`config.mk`:
```
export PLATFORM = sky130hd
export DESIGN_NAME = seq_mul_flat
export DESIGN_NICKNAME = d
export VERILOG_FILES = /design/src/rtl/seq_mul_if.sv /design/src/rtl/seq_mul.sv /design/src/flat_wrapper.sv
export SDC_FILE = /design/constraint.sdc
export NUM_CORES = 1
export LEC_CHECK = 0
export ABC_CLOCK_PERIOD_IN_PS = 6350
export BUFFER_PORTS_ARGS = -buffer_cell sky130_fd_sc_hd__clkbuf_2
export CORE_AREA = 3 3 254 256
export DETAILED_ROUTE_END_ITERATION = 8
export DIE_AREA = 0 0 257 259
export GPL_TIMING_DRIVEN = 0
export HOLD_SLACK_MARGIN = 0.02
export PLACE_DENSITY = 0.45
export SLEW_MARGIN = 20
export SYNTH_ARGS = -nofsm -noshare
export SYNTH_HDL_FRONTEND = slang
export SYNTH_SLANG_ARGS = --single-unit
```
`constraint.sdc`:
```
create_clock -name clk -period 6.35 [get_ports clk]
set_input_delay 0.3175 -clock clk [delete_from_list [all_inputs] [get_ports clk]]
set_output_delay 0.3175 -clock clk [all_outputs]
set_load 0.005 [all_outputs]
```
`src/rtl/seq_mul_if.sv`:
```
// Request/response bundle between the EX-stage controller (master) and the
// iterative multiplier (slave).
interface seq_mul_if #(
   parameter int WIDTH = 32
);
   logic             mul_start;
   logic             mul_signed;
   logic             mul_flush;
   logic [WIDTH-1:0] mul_src1;
   logic [WIDTH-1:0] mul_src2;
   logic             mul_busy;
   logic             mul_done;
   logic [WIDTH-1:0] mul_result_l;
   logic [WIDTH-1:0] mul_result_h;

   modport master (
      output mul_start, mul_signed, mul_flush, mul_src1, mul_src2,
      input  mul_busy, mul_done, mul_result_l, mul_result_h
   );

   modport slave (
      input  mul_start, mul_signed, mul_flush, mul_src1, mul_src2,
      output mul_busy, mul_done, mul_result_l, mul_result_h
   );
endinterface

```
`src/rtl/seq_mul.sv`:
```
// Shift-and-add multiplier for MULT/MULTU: WIDTH iterations on magnitudes,
// sign applied once on the CALC->DONE edge into the HI/LO result registers.
module seq_mul #(
   parameter int WIDTH = 32
) (
   input logic       clk,
   input logic       rst,
   seq_mul_if.slave  bus
);
   localparam int CW = $clog2(WIDTH) + 1;

   typedef enum logic [1:0] {IDLE, CALC, DONE} state_t;

   state_t             state, state_nx;
   logic [2*WIDTH-1:0] mcand, acc, acc_sum, prod;
   logic [WIDTH-1:0]   mplier, abs1, abs2;
   logic [CW-1:0]      cnt;
   logic               neg, accept, last;

   assign accept = (state != CALC) && bus.mul_start && !bus.mul_flush;
   assign last   = (cnt == CW'(WIDTH-1));

   // Two's-complement negate of the most-negative value yields 2^(WIDTH-1) unsigned.
   assign abs1 = (bus.mul_signed && bus.mul_src1[WIDTH-1]) ? (~bus.mul_src1 + WIDTH'(1)) : bus.mul_src1;
   assign abs2 = (bus.mul_signed && bus.mul_src2[WIDTH-1]) ? (~bus.mul_src2 + WIDTH'(1)) : bus.mul_src2;

   assign acc_sum = acc + (mplier[0] ? mcand : '0);
   assign prod    = neg ? (~acc_sum + (2*WIDTH)'(1)) : acc_sum;

   always_ff @(posedge clk or posedge rst) begin
      if (rst) state <= IDLE;
      else     state <= state_nx;
   end

   always_comb begin
      state_nx = state;
      case (state)
         IDLE, DONE: state_nx = accept ? CALC : IDLE;
         CALC: begin
            if (bus.mul_flush) state_nx = IDLE;
            else if (last)     state_nx = DONE;
            else               state_nx = CALC;
         end
         default: state_nx = IDLE;
      endcase
   end

   always_comb begin
      bus.mul_busy = (state == CALC);
      bus.mul_done = (state == DONE);
   end

   always_ff @(posedge clk or posedge rst) begin
      if (rst) begin
         mcand            <= '0;
         mplier           <= '0;
         acc              <= '0;
         cnt              <= '0;
         neg              <= 1'b0;
         bus.mul_result_l <= '0;
         bus.mul_result_h <= '0;
      end else if (accept) begin
         mcand  <= {{WIDTH{1'b0}}, abs1};
         mplier <= abs2;
         neg    <= bus.mul_signed & (bus.mul_src1[WIDTH-1] ^ bus.mul_src2[WIDTH-1]);
         acc    <= '0;
         cnt    <= '0;
      end else if (state == CALC && !bus.mul_flush) begin
         acc    <= acc_sum;
         mcand  <= mcand << 1;
         mplier <= mplier >> 1;
         cnt    <= cnt + CW'(1);
         if (last) begin
            bus.mul_result_l <= prod[WIDTH-1:0];
            bus.mul_result_h <= prod[2*WIDTH-1:WIDTH];
         end
      end
   end
endmodule

```
`src/flat_wrapper.sv`:
```
// flat-port wrapper written by rule: the top's interface ports become plain ports
module seq_mul_flat 
#(
   parameter int WIDTH = 32
)
  (clk, rst, bus_mul_start, bus_mul_signed, bus_mul_flush, bus_mul_src1, bus_mul_src2, bus_mul_busy, bus_mul_done, bus_mul_result_l, bus_mul_result_h);
  seq_mul_if #(.WIDTH(WIDTH)) bus_i ();
  input logic clk;
  input logic rst;
  input wire logic [$bits(bus_i.mul_start)-1:0] bus_mul_start;
  input wire logic [$bits(bus_i.mul_signed)-1:0] bus_mul_signed;
  input wire logic [$bits(bus_i.mul_flush)-1:0] bus_mul_flush;
  input wire logic [$bits(bus_i.mul_src1)-1:0] bus_mul_src1;
  input wire logic [$bits(bus_i.mul_src2)-1:0] bus_mul_src2;
  output wire logic [$bits(bus_i.mul_busy)-1:0] bus_mul_busy;
  output wire logic [$bits(bus_i.mul_done)-1:0] bus_mul_done;
  output wire logic [$bits(bus_i.mul_result_l)-1:0] bus_mul_result_l;
  output wire logic [$bits(bus_i.mul_result_h)-1:0] bus_mul_result_h;
  assign bus_i.mul_start = bus_mul_start;
  assign bus_i.mul_signed = bus_mul_signed;
  assign bus_i.mul_flush = bus_mul_flush;
  assign bus_i.mul_src1 = bus_mul_src1;
  assign bus_i.mul_src2 = bus_mul_src2;
  assign bus_mul_busy = bus_i.mul_busy;
  assign bus_mul_done = bus_i.mul_done;
  assign bus_mul_result_l = bus_i.mul_result_l;
  assign bus_mul_result_h = bus_i.mul_result_h;
  seq_mul #(.WIDTH(WIDTH)) u_core (.clk(clk), .rst(rst), .bus(bus_i));
endmodule
```
# Word level (Yosys, flattened, before mapping)
# Cells that the tools add are included.
# word_totals
reg_bits,233
latch_bits,0
mem_bits_rw,0
rom_bits,0
input_bits,69
output_inout_bits,66
word_cells,49
memories,0
# op_classes
add_sub_neg,5
n_mul,0
div,0
magnitude_cmp,0
n_eq_ne,4
shift,0
muxes,16
n_bitwise,6
reduce_logical,10
# op_table
op,count
64-bit 2-to-1 mux,6
32-bit 2-to-1 mux,4
"32-bit by 1-bit adder with 32-bit output, second input constant",2
"64-bit by 1-bit adder with 64-bit output, second input constant",1
64-bit adder,1
32-bit inverter,2
64-bit inverter,1
6-bit 2-to-1 mux,2
"6-bit by 1-bit adder with 6-bit output, second input constant",1
"6-bit by 5-bit equality test with 1-bit output, second input constant",1
1-bit logical AND,5
2-bit 2-to-1 mux,2
2-bit one-hot mux with 2 select lines,1
3-bit AND reduction,1
"2-bit by 1-bit equality test with 1-bit output, second input constant",1
"2-bit equality test, second input constant",1
2-bit logical NOT,1
"2-bit by 1-bit inequality test with 1-bit output, second input constant",1
2-bit nonzero test,1
2-bit OR reduction,1
1-bit AND,1
1-bit logical NOT,1
1-bit 2-to-1 mux,1
1-bit inverter,1
1-bit XOR,1

# Longest topological paths before layout
# depth
word_depth,5
depth_mapped,19

# Worst setup path before layout
# OpenSTA, ideal clock, no wires.
# synth_path
path_type,reg2reg
startpoint,register u_core.mplier[0]
endpoint,register u_core.bus.mul_result_h[8]
setup_time_ps,130
arrival_ps,4537
required_ps,6220
slack_ps,1683
path_stages_with_launch,20
path_buffers,3
period_less_slack_ps,4667
cell_sequence,dfrtp_1 clkbuf_1 clkbuf_1 and2_1 ha_1 inv_1 fa_1 nor2b_1 o311ai_2 a21bo_1 o21a_1 xnor2_1 or4_4 or4_4 or2_1 buf_2 or3_4 o31a_1 xnor2_1 o21ai_1
# synth_via
elab_chain_cells,5
# synth_lines
element,line_no,rtl
"start, declared",seq_mul.sv:16,"logic [WIDTH-1:0] mplier, abs1, abs2;"
"start signal, assigned",seq_mul.sv:64,mplier <= abs2;
"start signal, assigned",seq_mul.sv:71,mplier <= mplier >> 1;
64-bit 2-to-1 mux (*),seq_mul.sv:27,assign acc_sum = acc + (mplier[0] ? mcand : '0);
64-bit adder (*),seq_mul.sv:27,
64-bit inverter,seq_mul.sv:28,assign prod = neg ? (~acc_sum + (2*WIDTH)'(1)) : acc_sum;
64-bit by 1-bit adder with 64-bit output,seq_mul.sv:28,
64-bit 2-to-1 mux (*),seq_mul.sv:28,
"end signal, assigned",seq_mul.sv:75,bus.mul_result_h <= prod[2*WIDTH-1:WIDTH];
"end, declared",seq_mul_if.sv:23,"output mul_busy, mul_done, mul_result_l, mul_result_h"
# Every way passes the cells marked *; elsewhere a longest branch is shown, timed or not.
# A chain may end at the register's enable or synchronous reset.

# Final worst setup path
# layout_path
startpoint,register u_core.mplier[0]
endpoint,register u_core.bus.mul_result_h[12]
# Same word-level chain as after synthesis.

==> metrics.txt <==
status=complete, no violations; Gate power share=0.319; Psw=1.95 mW; count of cell types in the netlist=98; CP Max Fanout=11; average size of a mapped cell=approximately 8.5 um2; Critical Setup Path Class=flip-flop to flip-flop; internal power=3.29 mW; Max Cap Viol=0; setup_tns=0 ns; gpl congestion=0.936; Synth area leaders=dfrtp_1 35%, nand2_1 5.3%, o21ai_0 5.1%; Die H=259 um; grt ovf=0; Final Instance Area=just under 20000 um2; initial antenna violation count=3; FP Rows=92; share of the synthesized area in the top cell type=0.347; PD cells=265 nW/um2; Via Count=15900; GR Layer Usage met1=0.252; average wire per cell in the routed design=about 22 um; Tcrit/Tclk final=0.942; nets@finish=2300; share of layout cells above drive strength 1=0.128; Most used DFF post-synth=dfrtp_1; Yosys warning total=0; DRT iter0 DRCs=~1100; RSZ-0062 raised after global routing=no; M2 GR Usage=0.319; worst-margin pin slew=1.14 ns; setup violators final=0; peak supply drop=between 0.00015 and 0.0002 V; EDFF count, synth=0; WP buf/inv=3; area delta synth->final=17.8%; CP max-delay cell=dfrtp_2; CP cell instances=clkbuf_2, and2_1, ha_1, buf_6, a21oi_1, o21ai_1, a221o_1, a221o_1, a31oi_1, xnor2_1, a2111oi_2, nand4b_1, or3_1, buf_4, o41ai_1, xor2_1, o21ai_1; initial core utilization=0.268; vias in the first global route=15900; vias per inst=5.24; Post-DP Area=roughly 19000 um2; CTS tree=yes; final wirelength=65.3 mm; Critical R2R Launch=u_core.mplier[0]$_DFFE_PP0P_; final hold viol count=0; Pleak=~8.3 nW; Worst Setup Start Kind=flip-flop; Post-DP HPWL=52.0 mm; R2R cell count=17; Hold Crit Class=primary input to flip-flop; Reg-to-Reg End=u_core.bus.mul_result_h[12]$_DFFE_PP0P_; ant diodes=0; register clock-pin slew on the reported worst setup and hold paths=around 0.06 ns; arrival time worst endpoint=around 6.4 ns; DR pass1 iterations=7; post-synth top area cell=dfrtp_1; pin count of the biggest net entering global routing=32; syn nets=roughly 2100; register area share after synthesis=0.347; Num CTS Buffers=30; Fmax achieved=0.167 GHz; Seq cells post-synth=233; Clock power frac=0.353; busiest grt layer=met2; GRT Total Usage=0.191; Hold Crit Endpoint=u_core.mplier[18]$_DFFE_PP0P_; die width=257 um; Async SR Flop Fraction=1.00; Clock Skew=0.0119 ns; worst hold margin=0.0675 ns; R2R setup slack=0.37 ns; Setup crit end kind=flip-flop; met3 Use GR=0.0332; Flop pwr share=0.328; hold path cells=3; Clock Latency Late Sink=0.59 ns; synthesized area=approximately 17000 um2; Final ANT Viol Nets=0; CTS HTree Levels=1; core area=62700 um2; first-pass GRT wire length=98.9 mm; Final Max Tran Viols=0; fin crit period=5.98 ns; relative slew slack=0.241; drc violations=0; sw frac=0.372; Synth Instances=1988; CP max stage delay=0.57 ns; Clock Tree Root=clkbuf_16; CP top delay family=compound AO/OA/AOI/OAI gates; Port Buffers=133; Filler Cell Count=6694; IO Pins=135; Die ar.=66600 um2; hold_sp=bus_mul_src2[18]; clock tree buffer depth=3; sinks on the clock net=233; Req. time, crit path=6.81 ns
flip-flops by register name (all words and copies together), names as in the netlist:
signal	flops
u_core.acc	64
u_core.mcand	64
u_core.bus.mul_result_h	32
u_core.bus.mul_result_l	32
u_core.mplier	32
u_core.cnt	6
u_core.state	2
u_core.neg	1
per-stage QoR:
stage          power [mW]   util  worst slack [ns]  instances
2_1_floorplan        2.79      -              1.68       1988
3_3_place_gp         3.37  0.296            -0.194       2967
3_5_place_dp         3.40  0.298            -0.145       2975
4_1_cts              5.29  0.316            0.0562       3032
5_1_grt              5.53  0.316             0.144       3032
6_report             5.24  0.316             0.367       3032
placed cells by master, fill, tap and decap left out, types with 9 or more instances in the layout:
cell / Yosys / final
nor3_1: 35 / 35
dfrtp_1: 233 / 232
clkbuf_2: 0 / 136
clkbuf_1: 95 / 94
inv_1: 29 / 28
clkbuf_16: 0 / 30
xor2_1: 88 / 88
o22a_1: 41 / 41
nand4_1: 27 / 27
o211ai_1: 12 / 12
a22oi_1: 22 / 22
o21ai_0: 171 / 171
buf_2: 15 / 15
xnor2_1: 70 / 70
nor4_1: 14 / 14
nor2b_1: 9 / 9
nand3_1: 32 / 32
nand2b_1: 14 / 14
ha_1: 67 / 67
nand2_1: 238 / 238
o21a_1: 13 / 13
o21ai_1: 34 / 34
or4_1: 12 / 12
and2_1: 76 / 76
o21bai_1: 9 / 9
a211oi_1: 13 / 12
or3_1: 17 / 17
nor2_1: 152 / 151
o31ai_1: 34 / 34
a22o_1: 75 / 75
a21o_1: 16 / 16
o41ai_1: 10 / 10
a31oi_1: 14 / 14
a21oi_1: 136 / 136
worst reg2reg max path, cell delays in order, from the launching register on:
cell and delay (ns):
dfrtp_2 0.57, clkbuf_2 0.37, and2_1 0.27, ha_1 0.27
buf_6 0.14, a21oi_1 0.24, o21ai_1 0.14, a221o_1 0.39
a221o_1 0.38, a31oi_1 0.41, xnor2_1 0.31, a2111oi_2 0.47
nand4b_1 0.39, or3_1 0.54, buf_4 0.25, o41ai_1 0.38
xor2_1 0.25, o21ai_1 0.08
area by class of cell:
type                            count  area [um2]  area share
Multi-Input combinational cell   1607       10400       0.526
Sequential cell                   233        5830       0.294
Tap cell                          846        1060      0.0534
Timing Repair Buffer              144         856      0.0432
Clock buffer                       38         831      0.0419
Buffer                            117         477      0.0240
Clock inverter                     17         235      0.0119
Inverter                           30         116     0.00587
cell families after synthesis:
logic type,after synthesis,share of synthesized area
AO/OA/AOI/OAI,684,0.276
XOR/XNOR,159,0.0832
adder cells (fa/ha/maj),68,0.0510
buffers and inverters,148,0.0350
flip-flops,233,0.347
multiplexers,9,0.00580
AND/OR/NAND/NOR,687,0.202
worst max path at each step:
stage,cells after the start,start,end,slack (ns)
finish,17,u_core.mplier[0]$_DFFE_PP0P_,u_core.bus.mul_result_h[12]$_DFFE_PP0P_,0.37
global route,17,u_core.mplier[0]$_DFFE_PP0P_,u_core.bus.mul_result_h[16]$_DFFE_PP0P_,0.14
CTS,17,u_core.mplier[0]$_DFFE_PP0P_,u_core.bus.mul_result_h[16]$_DFFE_PP0P_,0.06
detailed placement,18,u_core.mplier[0]$_DFFE_PP0P_,u_core.bus.mul_result_h[16]$_DFFE_PP0P_,-0.15
global placement,18,u_core.mplier[0]$_DFFE_PP0P_,u_core.bus.mul_result_h[16]$_DFFE_PP0P_,-0.19
floorplan,19,u_core.mplier[0]$_DFFE_PP0P_,u_core.bus.mul_result_h[8]$_DFFE_PP0P_,1.68
cell usage after synthesis, drive strengths merged (8+ instances only):
library cell	instances
o31ai	34
a22o	75
or4	14
nor3	35
or2	12
o21ai	205
o211ai	13
o22a	41
ha	67
a22oi	22
nand3	33
a31oi	14
and2	77
nor4	18
o21bai	9
nor2	153
a21o	17
clkbuf	95
xor2	89
a211oi	16
buf	23
nand2b	14
o21a	14
o41ai	18
a21oi	141
and3	8
nor2b	10
or3	18
xnor2	70
nand2	238
dfrtp	233
nand4	28
inv	30
per-layer routing:
layer / wire length [um] / vias up
met2: 30300 / 389
li1: - / 7660
met3: 3410 / 79
met5: 0 / -
met1: 29500 / 7747
met4: 2000 / 0
power groups by stage:
stage	clock network [mW]	logic, mW	registers, mW
after global placement	0	1.64	1.74
after detailed placement	0	1.66	1.74
final	1.85	1.67	1.72
after global routing	1.96	1.83	1.74
after floorplan	0	1.09	1.70
after CTS	1.91	1.66	1.72
what timing repair did:
action                                  CTS  global route
hold buffers                              3             0
endpoints found under the setup margin   15            21
gates resized for setup                   0             5
hold endpoints to repair                 62             0
setup buffers                             0             0
Power figures use the tool's default switching activity.
